**src/rtl/writeback_queue.sv**
```systemverilog
// writeback_queue: in-order result FIFO that drains into the register bank, with an operand hazard check.
// Define WBQ_FORWARD_EN to forward pending results to the operands instead of raising src_stall.
module writeback_queue #(
   parameter int DW = 16,
   parameter int AW = 3,
   parameter int DEPTH = 4
) (
   input  logic                   clk,
   input  logic                   reset,
   input  logic                   wb_valid,
   input  logic [AW-1:0]          wb_dest,
   input  logic [DW-1:0]          wb_data,
   output logic                   wb_ready,
   input  logic                   rb_busy,
   output logic                   reg_write,
   output logic [AW-1:0]          destreg_sel,
   output logic [DW-1:0]          ALU_result,
   input  logic [AW-1:0]          srcreg1_sel,
   input  logic [AW-1:0]          srcreg2_sel,
   input  logic [DW-1:0]          rb_srcreg1,
   input  logic [DW-1:0]          rb_srcreg2,
   output logic [DW-1:0]          srcreg1,
   output logic [DW-1:0]          srcreg2,
   output logic                   src_stall,
   output logic [$clog2(DEPTH):0] count
);
   localparam int PW = $clog2(DEPTH);
   localparam int CW = PW + 1;
   logic [AW-1:0] dest_q [DEPTH];
   logic [DW-1:0] data_q [DEPTH];
   logic [PW-1:0] head, tail;
   logic [AW-1:0] last_dest;
   logic [DW-1:0] last_data;
   logic          push, empty;
   assign empty       = count == '0;
   assign wb_ready    = count < CW'(DEPTH);
   assign push        = wb_valid && wb_ready;
   assign reg_write   = !empty && !rb_busy;
   // once drained, the bank port keeps showing the entry it last wrote
   assign destreg_sel = empty ? last_dest : dest_q[head];
   assign ALU_result  = empty ? last_data : data_q[head];
   always_ff @(posedge clk)
      if (push) begin
         dest_q[tail] <= wb_dest;
         data_q[tail] <= wb_data;
      end
   always_ff @(posedge clk or posedge reset)
      if (reset) begin
         head      <= '0;
         tail      <= '0;
         count     <= '0;
         last_dest <= '0;
         last_data <= '0;
      end else begin
         if (push) tail <= tail + PW'(1);
         if (reg_write) begin
            head      <= head + PW'(1);
            last_dest <= dest_q[head];
            last_data <= data_q[head];
         end
         count <= count + CW'(push) - CW'(reg_write);
      end
   // scan oldest to youngest so the youngest matching entry wins
   always_comb begin
      srcreg1   = rb_srcreg1;
      srcreg2   = rb_srcreg2;
      src_stall = 1'b0;
      for (int i = 0; i < DEPTH; i++)
         if (CW'(i) < count) begin
`ifdef WBQ_FORWARD_EN
            if (dest_q[head + PW'(i)] == srcreg1_sel) srcreg1 = data_q[head + PW'(i)];
            if (dest_q[head + PW'(i)] == srcreg2_sel) srcreg2 = data_q[head + PW'(i)];
`else
            if (dest_q[head + PW'(i)] == srcreg1_sel || dest_q[head + PW'(i)] == srcreg2_sel)
               src_stall = 1'b1;
`endif
         end
   end
endmodule

```
**config.mk**
```make
export PLATFORM = sky130hd
export DESIGN_NAME = writeback_queue
export DESIGN_NICKNAME = d
export VERILOG_FILES = /design/src/rtl/writeback_queue.sv
export SDC_FILE = /design/constraint.sdc
export NUM_CORES = 1
export LEC_CHECK = 0
export BUFFER_PORTS_ARGS = -buffer_cell sky130_fd_sc_hd__clkbuf_2
export CORE_ASPECT_RATIO = 0.7
export CORE_MARGIN = 10
export CORE_UTILIZATION = 48
export DETAILED_ROUTE_END_ITERATION = 12
export PLACE_DENSITY_LB_ADDON = 0.1
export SLEW_MARGIN = 15
export SYNTH_ARGS = -nofsm -noshare
export SYNTH_HDL_FRONTEND = slang
export SYNTH_SLANG_ARGS = --single-unit
```
**constraint.sdc**
```tcl
create_clock -name clk -period 3.85 [get_ports clk]
set_input_delay 0.385 -clock clk [delete_from_list [all_inputs] [get_ports clk]]
set_output_delay 0.385 -clock clk [all_outputs]
set_load 0.02 [all_outputs]
```
==> results of run 1 <==
critical path, stage by stage, from the launching register on:
cell	delay (ns)
dfrtp_2	0.77
mux4_1	0.72
xor2_1	0.18
nor3_1	0.23
o22ai_1	0.10
nand4_1	0.09
clkbuf_2	0.17
synthesized netlist by cell type (3+ instances only):
library cell and instances:
dfrtp_1 26, inv_1 11, ha_1 8, buf_4 34, mux4_2 26, and2_1 4, edfxtp_1 76, buf_2 5
nor3_2 3, mux2_2 38, nor3_1 6, xor2_1 26
per-layer routing:
| layer | track usage | up-vias | share of wire | wire, µm |
|---|---|---|---|---|
| met5 | 0 | - | 0 | 0 |
| met4 | 0.0397 | 0 | 0.017 | 157 |
| met3 | 0.0497 | 31 | 0.062 | 566 |
| met2 | 0.183 | 63 | 0.45 | 4060 |
| met1 | 0.174 | 1218 | 0.48 | 4330 |
| li1 | - | 1082 | - | - |
power groups by stage:
stage               Sequential [µW]  Combinational, µW  Clock [µW]
finish                         1650               1830         879
floorplan                      1580               1500           0
CTS                            1660               1880         901
global placement               1670               1860           0
detailed placement             1680               1870           0
global route                   1690               2010         950
per-stage QoR:
stage | instance area (µm²) | std cells
finish | 5310 | 442
global route | 5310 | 442
CTS | 5310 | 442
detailed placement | 5020 | 426
global placement | 5020 | 426
floorplan | 4850 | 282
how the worst max path moves through the flow:
| stage | cells after the start | to | slack [ns] |
|---|---|---|---|
| 2_1_floorplan | 9 | count[2] | 1.60 |
| 3_3_place_gp | 6 | src_stall | 1.23 |
| 3_5_place_dp | 6 | src_stall | 1.19 |
| 4_1_cts | 6 | src_stall | 0.82 |
| 5_1_grt | 6 | src_stall | 0.61 |
| 6_report | 6 | src_stall | 0.87 |
cells by family after synthesis:
logic type,count (synthesis),share of synthesized area
AO/OA/AOI/OAI,5,0.00619
flip-flops,102,0.604
AND/OR/NAND/NOR,18,0.0224
adder cells (fa/ha/maj),9,0.0247
multiplexers,66,0.220
XOR/XNOR,28,0.0505
buffers and inverters,54,0.0724
area by class of cell:
| cell class | count | area (µm²) | area share |
|---|---|---|---|
| flip-flops and latches | 102 | 2930 | 0.552 |
| multi-input cells | 126 | 1580 | 0.297 |
| repair buffers | 59 | 310 | 0.0584 |
| clock buffers | 12 | 236 | 0.0445 |
| well taps | 128 | 160 | 0.0302 |
| clock inverters | 4 | 50.0 | 0.00942 |
| inverters | 11 | 41.3 | 0.00777 |
state kept, by name (all words and copies together) (netlist names):
signal,cells
tail,2
data_q,64
head,2
last_dest,3
dest_q,12
count,3
last_data,16
==> results by group, run 1 <==
Run status
  – Status: complete, no violations

Finish
  – Layout cells sized above 1: 0.452
  – Fin util: 0.542
  – Final nets: 379
  – Most common cell after layout, fill and taps aside: edfxtp_1
  – Most frequent cells in the layout: edfxtp_1 (76), clkbuf_2 (53), mux2_2 (38)
  – Ant. Diodes: 0
  – Synthesis-to-layout area growth: 9.41%
  – # fillers: 788

Worst setup path
  – WS Path Type: reg2out
  – Worst EP required: 3.46 ns
  – R2r setup slk: 1.51 ns
  – Crit end category: output port
  – Reg2reg end: dest_q[3][1]
  – Crit path max fanout: 21
  – CP arrival: 2.60 ns
  – Worst flop-to-flop path startpoint: count[2]
  – Worst Setup SP: head[0]
  – Reg2Reg Depth: 2
  – CP Launch Type: flop

Power
  – Clk pwr share: 0.202
  – Combinational power share: 0.420
  – Reg power frac: 0.379
  – Power Density: 821 nW/µm²
  – Sw Pwr: 1540 µW
  – Overall Power: 4360 µW
  – Peak supply drop: 0.000412 V
  – Switching share of power: 0.353
  – Int Pwr: 2820 µW
  – Pleak: 0.00198 µW

Clock tree
  – H-tree depth: 3
  – Clk slew on worst S/H paths: 0.06 ns
  – CTS root buf: clkbuf_16
  – Post-cts resize count: 0
  – Setup Fix Bufs, Post-CTS: 0
  – Post-CTS Hold Buffers: 0
  – Total CTS buffers: 9
  – CTS tree: built
  – CTS sink count: 102
  – Clock latency on the worst-skew pair: 0.34 ns
  – Clk buf depth: 2

Place
  – Detailed Place HPWL: 6230 µm
  – Routability cong.: 0.808
  – DP Worst Slack: 1.19 ns
  – Port Buffers: 53

STA
  – Post-route setup TNS: 0 ns
  – Worst setup slack after layout: 0.866 ns
  – Max-slew violation count: 0
  – Fmax: 335 MHz
  – Final Hold Vio Count: 0
  – Clock skew: 0.00739 ns
  – Part of the cycle the worst path needs: 0.775
  – Final setup vio count: 0
  – Min Hold Slack: 0.0885 ns
  – Slew headroom: 0.248
  – Worst Max-Slew Pin Slew: 1.13 ns
  – Final critical-path required period: 2.98 ns
  – RSZ-0062 raised after global routing: no

Floorplanning
  – Die Wd: 140 µm
  – Core ar.: 9800 µm²
  – Row cnt: 30
  – Die ar.: 14600 µm²
  – Die H: 104 µm
  – I/O pin count: 118
  – Starting density of the core: 0.496

Yosys
  – Async SR Flop Fraction: 0.255
  – Post-synthesis cell count: 282
  – Post-synth EDFFs: 76
  – Post-synth top area share: 0.470
  – Mapped Area: 4850 µm²
  – Syn Nets: 352
  – Avg Cell Area, Syn: 17.2 µm²
  – Sequential share of the synthesized area: 0.604
  – Leading area contributor after synthesis: edfxtp_1
  – #FFs+latches synth: 102
  – Synth warnings: 0
  – Top post-synthesis cells by area: edfxtp_1 (47%), dfrtp_1 (13%), mux4_2 (12%)
  – Yosys cell types: 25
  – Primary FF master, synth: edfxtp_1

Global routing
  – Grt ovf: 0
  – Initial antenna violation count: 0
  – Vias in the first global route: 2639
  – First-pass GRT wire length: 14800 µm
  – Tot GR Track Use: 0.128
  – Pin count of the biggest net entering global routing: 27

Routing
  – Initial DRC Count: 144
  – Via density: 5.42
  – Total length of routed wires: 9110 µm
  – Average wire per standard cell: 20.6 µm
  – DRC Markers: 0
  – Final ANT Viol Nets: 0
  – Via count: 2394
  – Pre-Repair DR Iteration Count: 4

Flow run
  – Max-cap check violation count: 0

Min path
  – Hold WC Path Type: in2async
Power figures use the tool's default switching activity.
==> run 2, diff against run 1 <==
==> constraint.sdc (replaced) <==
create_clock -name clk -period 2.85 [get_ports clk]
set_input_delay 0.285 -clock clk [delete_from_list [all_inputs] [get_ports clk]]
set_output_delay 0.285 -clock clk [all_outputs]
set_load 0.02 [all_outputs]
==> run 2 against run 1 <==
- the flow now finishes with violations (hold timing)
- via count up 1.6%
- sequential power increased by 32%
- first-iteration DRC count down 16%
==> results by group, run 2 (same netlist as run 1, synthesis figures left out) <==
Power
  – Power Density: 1100 nW/µm² (+34%)
  – Peak supply drop: 0.000442 V (+7.5%)
  – Pleak: 0.00203 µW (+2.3%)

Worst setup path
  – CP Launch Type: flop
  – Slowest-stage cell, CP: mux4_2
  – Worst EP required: 2.57 ns (-0.89 ns)
  – Reg2Reg Depth: 9 (+7)
  – Worst Setup SP: head[0]
  – Critical path depth: 7 (+1)
  – Crit-path cells: buf_4, mux4_2, xor2_1, nor3_1, o22ai_1, nand4_1, clkbuf_2
  – Crit end category: output port
  – Worst flop-to-flop path startpoint: count[2]
  – CP top delay family: multiplexers
  – Crit-path max cell delay: 0.57 ns (-0.20 ns)
  – Buf/Inv on CP: 2 (+1)
  – CP arrival: 2.28 ns (-0.32 ns)
  – Crit path max fanout: 8 (-62%)
  – WS Path Type: reg2out

Clock tree
  – CTS sink count: 102 (unchanged)
  – H-tree depth: 3 (unchanged)
  – Clk buf depth: 2 (unchanged)
  – Post-CTS Hold Buffers: 0 (unchanged)
  – Total CTS buffers: 9 (unchanged)
  – CTS root buf: clkbuf_16
  – Clk slew on worst S/H paths: 0.07 ns (about the same)
  – Clock latency on the worst-skew pair: 0.34 ns (about the same)
  – CTS tree: built

Global routing
  – Initial antenna violation count: 0 (unchanged)
  – Vias in the first global route: 2607 (-1.2%)
  – Grt ovf: 0 (unchanged)
  – Pin count of the biggest net entering global routing: 27 (unchanged)
  – First-pass GRT wire length: 14500 µm (-1.5%)
  – Tot GR Track Use: 0.127 (-0.000627)

Routing
  – Via density: 5.38 (-0.66%)
  – Final ANT Viol Nets: 0 (unchanged)
  – Total length of routed wires: 9270 µm (+1.8%)
  – DRC Markers: 0 (unchanged)
  – Via count: 2432 (+1.6%)
  – Pre-Repair DR Iteration Count: 4 (unchanged)
  – Initial DRC Count: 121 (-16%)
  – Average wire per standard cell: 20.5 µm (-0.49%)

Place
  – Port Buffers: 53 (unchanged)
  – Detailed Place HPWL: 6260 µm (+0.53%)
  – DP Worst Slack: 0.436 ns (-0.749 ns)
  – Routability cong.: 0.785 (-2.9%)
  – # placed instances: 431 (+1.2%)

STA
  – Min Hold Slack: -0.0139 ns (-0.102 ns)
  – Final critical-path required period: 2.57 ns
  – RSZ-0062 raised after global routing: no
  – Slew headroom: 0.746 (+0.498)
  – Part of the cycle the worst path needs: 0.902
  – Final Hold Vio Count: 21 (+21)
  – Final setup vio count: 0 (unchanged)
  – Worst setup slack after layout: 0.280 ns (-0.586 ns)
  – Worst Max-Slew Pin Slew: 0.381 ns (-0.747 ns)
  – Clock skew: 0.00790 ns (+0.000508 ns)
  – Max-slew violation count: 0 (unchanged)
  – Post-route setup TNS: 0 ns (unchanged)
  – Fmax: 389 MHz

Finish
  – Max FFs per register: 64 (unchanged)
  – Synthesis-to-layout area growth: 10.8%
  – Top reg by flops: data_q
  – Final nets: 389 (+2.6%)
  – Largest regs: data_q x64, last_data x16, dest_q x12
  – Fin util: 0.549 (+0.00702)
  – Most common cell after layout, fill and taps aside: edfxtp_1
  – Ant. Diodes: 0 (unchanged)
  – Layout cells sized above 1: 0.472 (+0.0200)
  – Most frequent cells in the layout: edfxtp_1 (76), clkbuf_2 (53), mux2_2 (38)
  – Layout Cells excl Fill: 452 (+2.3%)

Floorplanning
  – Die ar.: 14600 µm² (unchanged)
  – Core ar.: 9800 µm² (unchanged)
  – Die Wd: 140 µm (unchanged)
  – Starting density of the core: 0.496 (unchanged)
  – Die H: 104 µm (unchanged)
  – I/O pin count: 118 (unchanged)
  – Row cnt: 30 (unchanged)

Run status
  – Status: complete, but fails checks
  – Failing checks: hold timing

Min path
  – Hold WC Path Type: in2async

Flow run
  – Max-cap check violation count: 0 (unchanged)
run 2: cell types whose count changed in the layout (fill, tap and decap cells not counted), sizes merged:
cell    change
buf        +10
bufinv      -1
clkbuf      +1
run 2: final timing paths:
path | end | slack (ns)
max | src_stall | 0.28
min | last_data[6] | -0.01
max reg2reg | count[2] | 0.89
min reg2reg | last_data[4] | 0.50
max in group asynchronous | head[0] | 2.55
min in group clk | data_q[1][14] | 0.16
run 2: what timing repair did:
action	4_1_cts	5_1_grt
setup buffers	0	5
gates resized for setup	0	2
setup endpoints to repair	0	4
run 2: worst register-to-register path, stage by stage (launching register included):
cell,delay [ns]
dfrtp_1,0.44
nor2b_1,0.16
buf_4,0.18
inv_1,0.05
ha_1,0.26
inv_1,0.06
ha_1,0.13
inv_1,0.05
fa_1,0.37
xor2_1,0.17
run 2: final cells by class:
type / instances / area [µm²]
Multi-Input combinational cell: 126 / 1580
Clock inverter: 3 / 27.5
Inverter: 11 / 41.3
Fill cell: 808 / 4420
Sequential cell: 102 / 2940
Timing Repair Buffer: 69 / 385
Clock buffer: 13 / 250
Tap cell: 128 / 160
run 2: per-stage QoR:
| step | area [µm²] | total power (µW) |
|---|---|---|
| after global routing | 5380 | 6330 |
| after detailed placement | 5060 | 4810 |
| after floorplan | 4850 | 4150 |
| after CTS | 5340 | 5960 |
| final | 5380 | 5930 |
| after global placement | 5060 | 4770 |
run 2: layer usage:
layer,up-vias,share of wire,track usage
met4,0,0.018,0.0441
met5,-,0,0
li1,1102,-,-
met2,62,0.45,0.180
met1,1236,0.47,0.173
met3,32,0.065,0.0484
run 2: power by group:
part,leakage (µW),internal [µW],switching [µW]
Clock,0.000132,625,513
Sequential,0.000993,1970,209
Combinational,0.000901,1230,1390
Total,0.00203,3820,2110
==> run 3, diff against run 2 <==
==> constraint.sdc (replaced) <==
create_clock -name clk -period 2.18 [get_ports clk]
set_input_delay 0.218 -clock clk [delete_from_list [all_inputs] [get_ports clk]]
set_output_delay 0.218 -clock clk [all_outputs]
set_load 0.02 [all_outputs]
==> run 3 against run 2 <==
- the run ends with setup timing left
- sequential cell count is the same
- non-clock buffer count is 18 higher
- clock-buffer cell count is 1 lower
- first-iteration DRC count shrank 0.83%
- register-to-register slack worse by 0.74 ns
- final area rose by 8.1%
- combinational power rose by 75%
- global-route usage grew 0.63 points
- worst hold slack gained 0.10 ns
==> results by group, run 3 (same netlist as run 1, synthesis figures left out) <==
STA
  – Worst Max-Slew Pin Slew: 0.602 ns (+0.221 ns)
  – Part of the cycle the worst path needs: 1.11
  – Final setup vio count: 18 (+18)
  – Post-route setup TNS: -2.97 ns (-2.97 ns)
  – Max-slew violation count: 0 (unchanged)
  – Clock skew: 0.00670 ns (-0.00120 ns)
  – Final critical-path required period: 2.42 ns
  – Fmax: 413 MHz
  – Worst setup slack after layout: -0.244 ns (-0.524 ns)
  – Final Hold Vio Count: 0 (-100%)
  – RSZ-0062 raised after global routing: yes
  – Slew headroom: 0.598 (-0.148)

Place
  – Routability cong.: 0.837 (+6.6%)
  – DP Worst Slack: -0.00535 ns (-0.442 ns)
  – Detailed Place HPWL: 6670 µm (+6.5%)
  – Port Buffers: 53 (unchanged)
  – # placed instances: 440 (+2.1%)

Worst setup path
  – Crit path max fanout: 5 (-3)
  – CP Launch Type: flop
  – Worst EP required: 1.96 ns (-0.61 ns)
  – Worst setup path endpoint: src_stall
  – Reg2reg end: count[2]
  – R2r setup slk: 0.15 ns (-0.74 ns)
  – Reg2Reg Depth: 8 (-1)
  – CP arrival: 2.21 ns (-0.07 ns)
  – Worst flop-to-flop path startpoint: count[1]
  – Worst Setup SP: head[0]
  – WS Path Type: reg2out
  – Crit end category: output port

Clock tree
  – Total CTS buffers: 9 (unchanged)
  – CTS sink count: 102 (unchanged)
  – Clock latency on the worst-skew pair: 0.34 ns (about the same)
  – CTS root buf: clkbuf_16
  – Clk buf depth: 2 (unchanged)
  – CTS tree: built
  – Clk slew on worst S/H paths: 0.07 ns (about the same)
  – H-tree depth: 3 (unchanged)

Routing
  – Initial DRC Count: 120 (-0.83%)
  – Via count: 2508 (+3.1%)
  – Final ANT Viol Nets: 0 (unchanged)
  – Average wire per standard cell: 20.3 µm (-0.79%)
  – DRC Markers: 0 (unchanged)
  – Pre-Repair DR Iteration Count: 4 (unchanged)
  – Total length of routed wires: 9560 µm (+3.2%)
  – Via density: 5.34 (-0.82%)

Finish
  – Max FFs per register: 64 (unchanged)
  – Ant. Diodes: 0 (unchanged)
  – Final nets: 407 (+4.6%)
  – Synthesis-to-layout area growth: 19.8%
  – Most common cell after layout, fill and taps aside: edfxtp_1
  – Most frequent cells in the layout: edfxtp_1 (76), clkbuf_2 (35), mux4_2 (28)
  – Top reg by flops: data_q
  – Layout Cells excl Fill: 470 (+4.0%)
  – Fin util: 0.594 (+0.0444)
  – Largest regs: data_q x64, last_data x16, dest_q x12
  – Layout cells sized above 1: 0.509 (+0.0365)

Floorplanning
  – Die H: 104 µm (unchanged)
  – Starting density of the core: 0.496 (unchanged)
  – Die ar.: 14600 µm² (unchanged)
  – I/O pin count: 118 (unchanged)
  – Core ar.: 9800 µm² (unchanged)
  – Die Wd: 140 µm (unchanged)
  – Row cnt: 30 (unchanged)

Power
  – Peak supply drop: 0.000677 V (+53%)
  – Pleak: 0.00224 µW (+11%)
  – Power Density: 1520 nW/µm² (+38%)

Global routing
  – Tot GR Track Use: 0.134 (+0.00635)
  – Initial antenna violation count: 0 (unchanged)
  – Pin count of the biggest net entering global routing: 23 (-15%)
  – Vias in the first global route: 2829 (+8.5%)
  – Grt ovf: 0 (unchanged)
  – First-pass GRT wire length: 15300 µm (+5.0%)

Flow run
  – Max-cap check violation count: 0 (unchanged)

Run status
  – Status: complete, but fails checks
  – Failing checks: setup timing

Min path
  – Hold WC Path Type: in2reg
## run 3: per-layer routing
layer,vias to the layer above,track usage,share of wire
met3,42,0.0424,0.049
met2,51,0.200,0.45
li1,1129,-,-
met4,0,0.0596,0.031
met5,-,0,0
met1,1286,0.173,0.47
## run 3: report_power, final
| part | total [µW] | internal (µW) | switching, µW |
|---|---|---|---|
| clock | 1450 | 774 | 671 |
| sequential | 2800 | 2570 | 235 |
| combinational | 4580 | 2510 | 2060 |
## run 3: worst max-delay path, cell delays in order, from the launching register on
cell and delay [ns]:
dfrtp_2 0.42, buf_6 0.13, buf_6 0.10, mux4_2 0.52, xor2_1 0.16, nor3_1 0.19, o21ai_1 0.10, nand4_1 0.11
clkbuf_8 0.15
## run 3: area by class of cell
cell class | instances | area [µm²]
fill | 758 | 3980
sequential | 102 | 2930
multi-input combinational | 126 | 1650
timing repair buffer | 87 | 771
clock buffer | 12 | 236
tap | 128 | 160
inverter | 11 | 41.3
clock inverter | 4 | 23.8
## run 3: worst min-delay path by stage
stage,start,to,slack [ns],depth (start not counted)
4_1_cts,wb_data[5],data_q[2][5],0.08,1
3_5_place_dp,reset,last_data[13],0.32,2
5_1_grt,wb_dest[0],dest_q[3][0],0.09,1
3_3_place_gp,reset,last_data[13],0.30,2
6_report,wb_data[8],data_q[0][8],0.09,1
2_1_floorplan,reset,count[0],0.26,1
## run 3: repair_timing
item                                   in CTS  in global routing
setup buffers                               9                  5
endpoints found under the hold margin      12                  0
pin swaps                                   5                  5
setup endpoints to repair                  20                 20
hold buffers                                1                  0
cloned                                      1                  0
resized for setup                          36                 54
## run 3: through the flow
stage          area, µm²  power [µW]  hold slack, ns
2_1_floorplan       4860        5430           0.258
3_3_place_gp        5150        6350           0.297
3_5_place_dp        5150        6410           0.319
4_1_cts             5660        8470          0.0838
5_1_grt             5820        9380          0.0873
6_report            5820        8820          0.0899
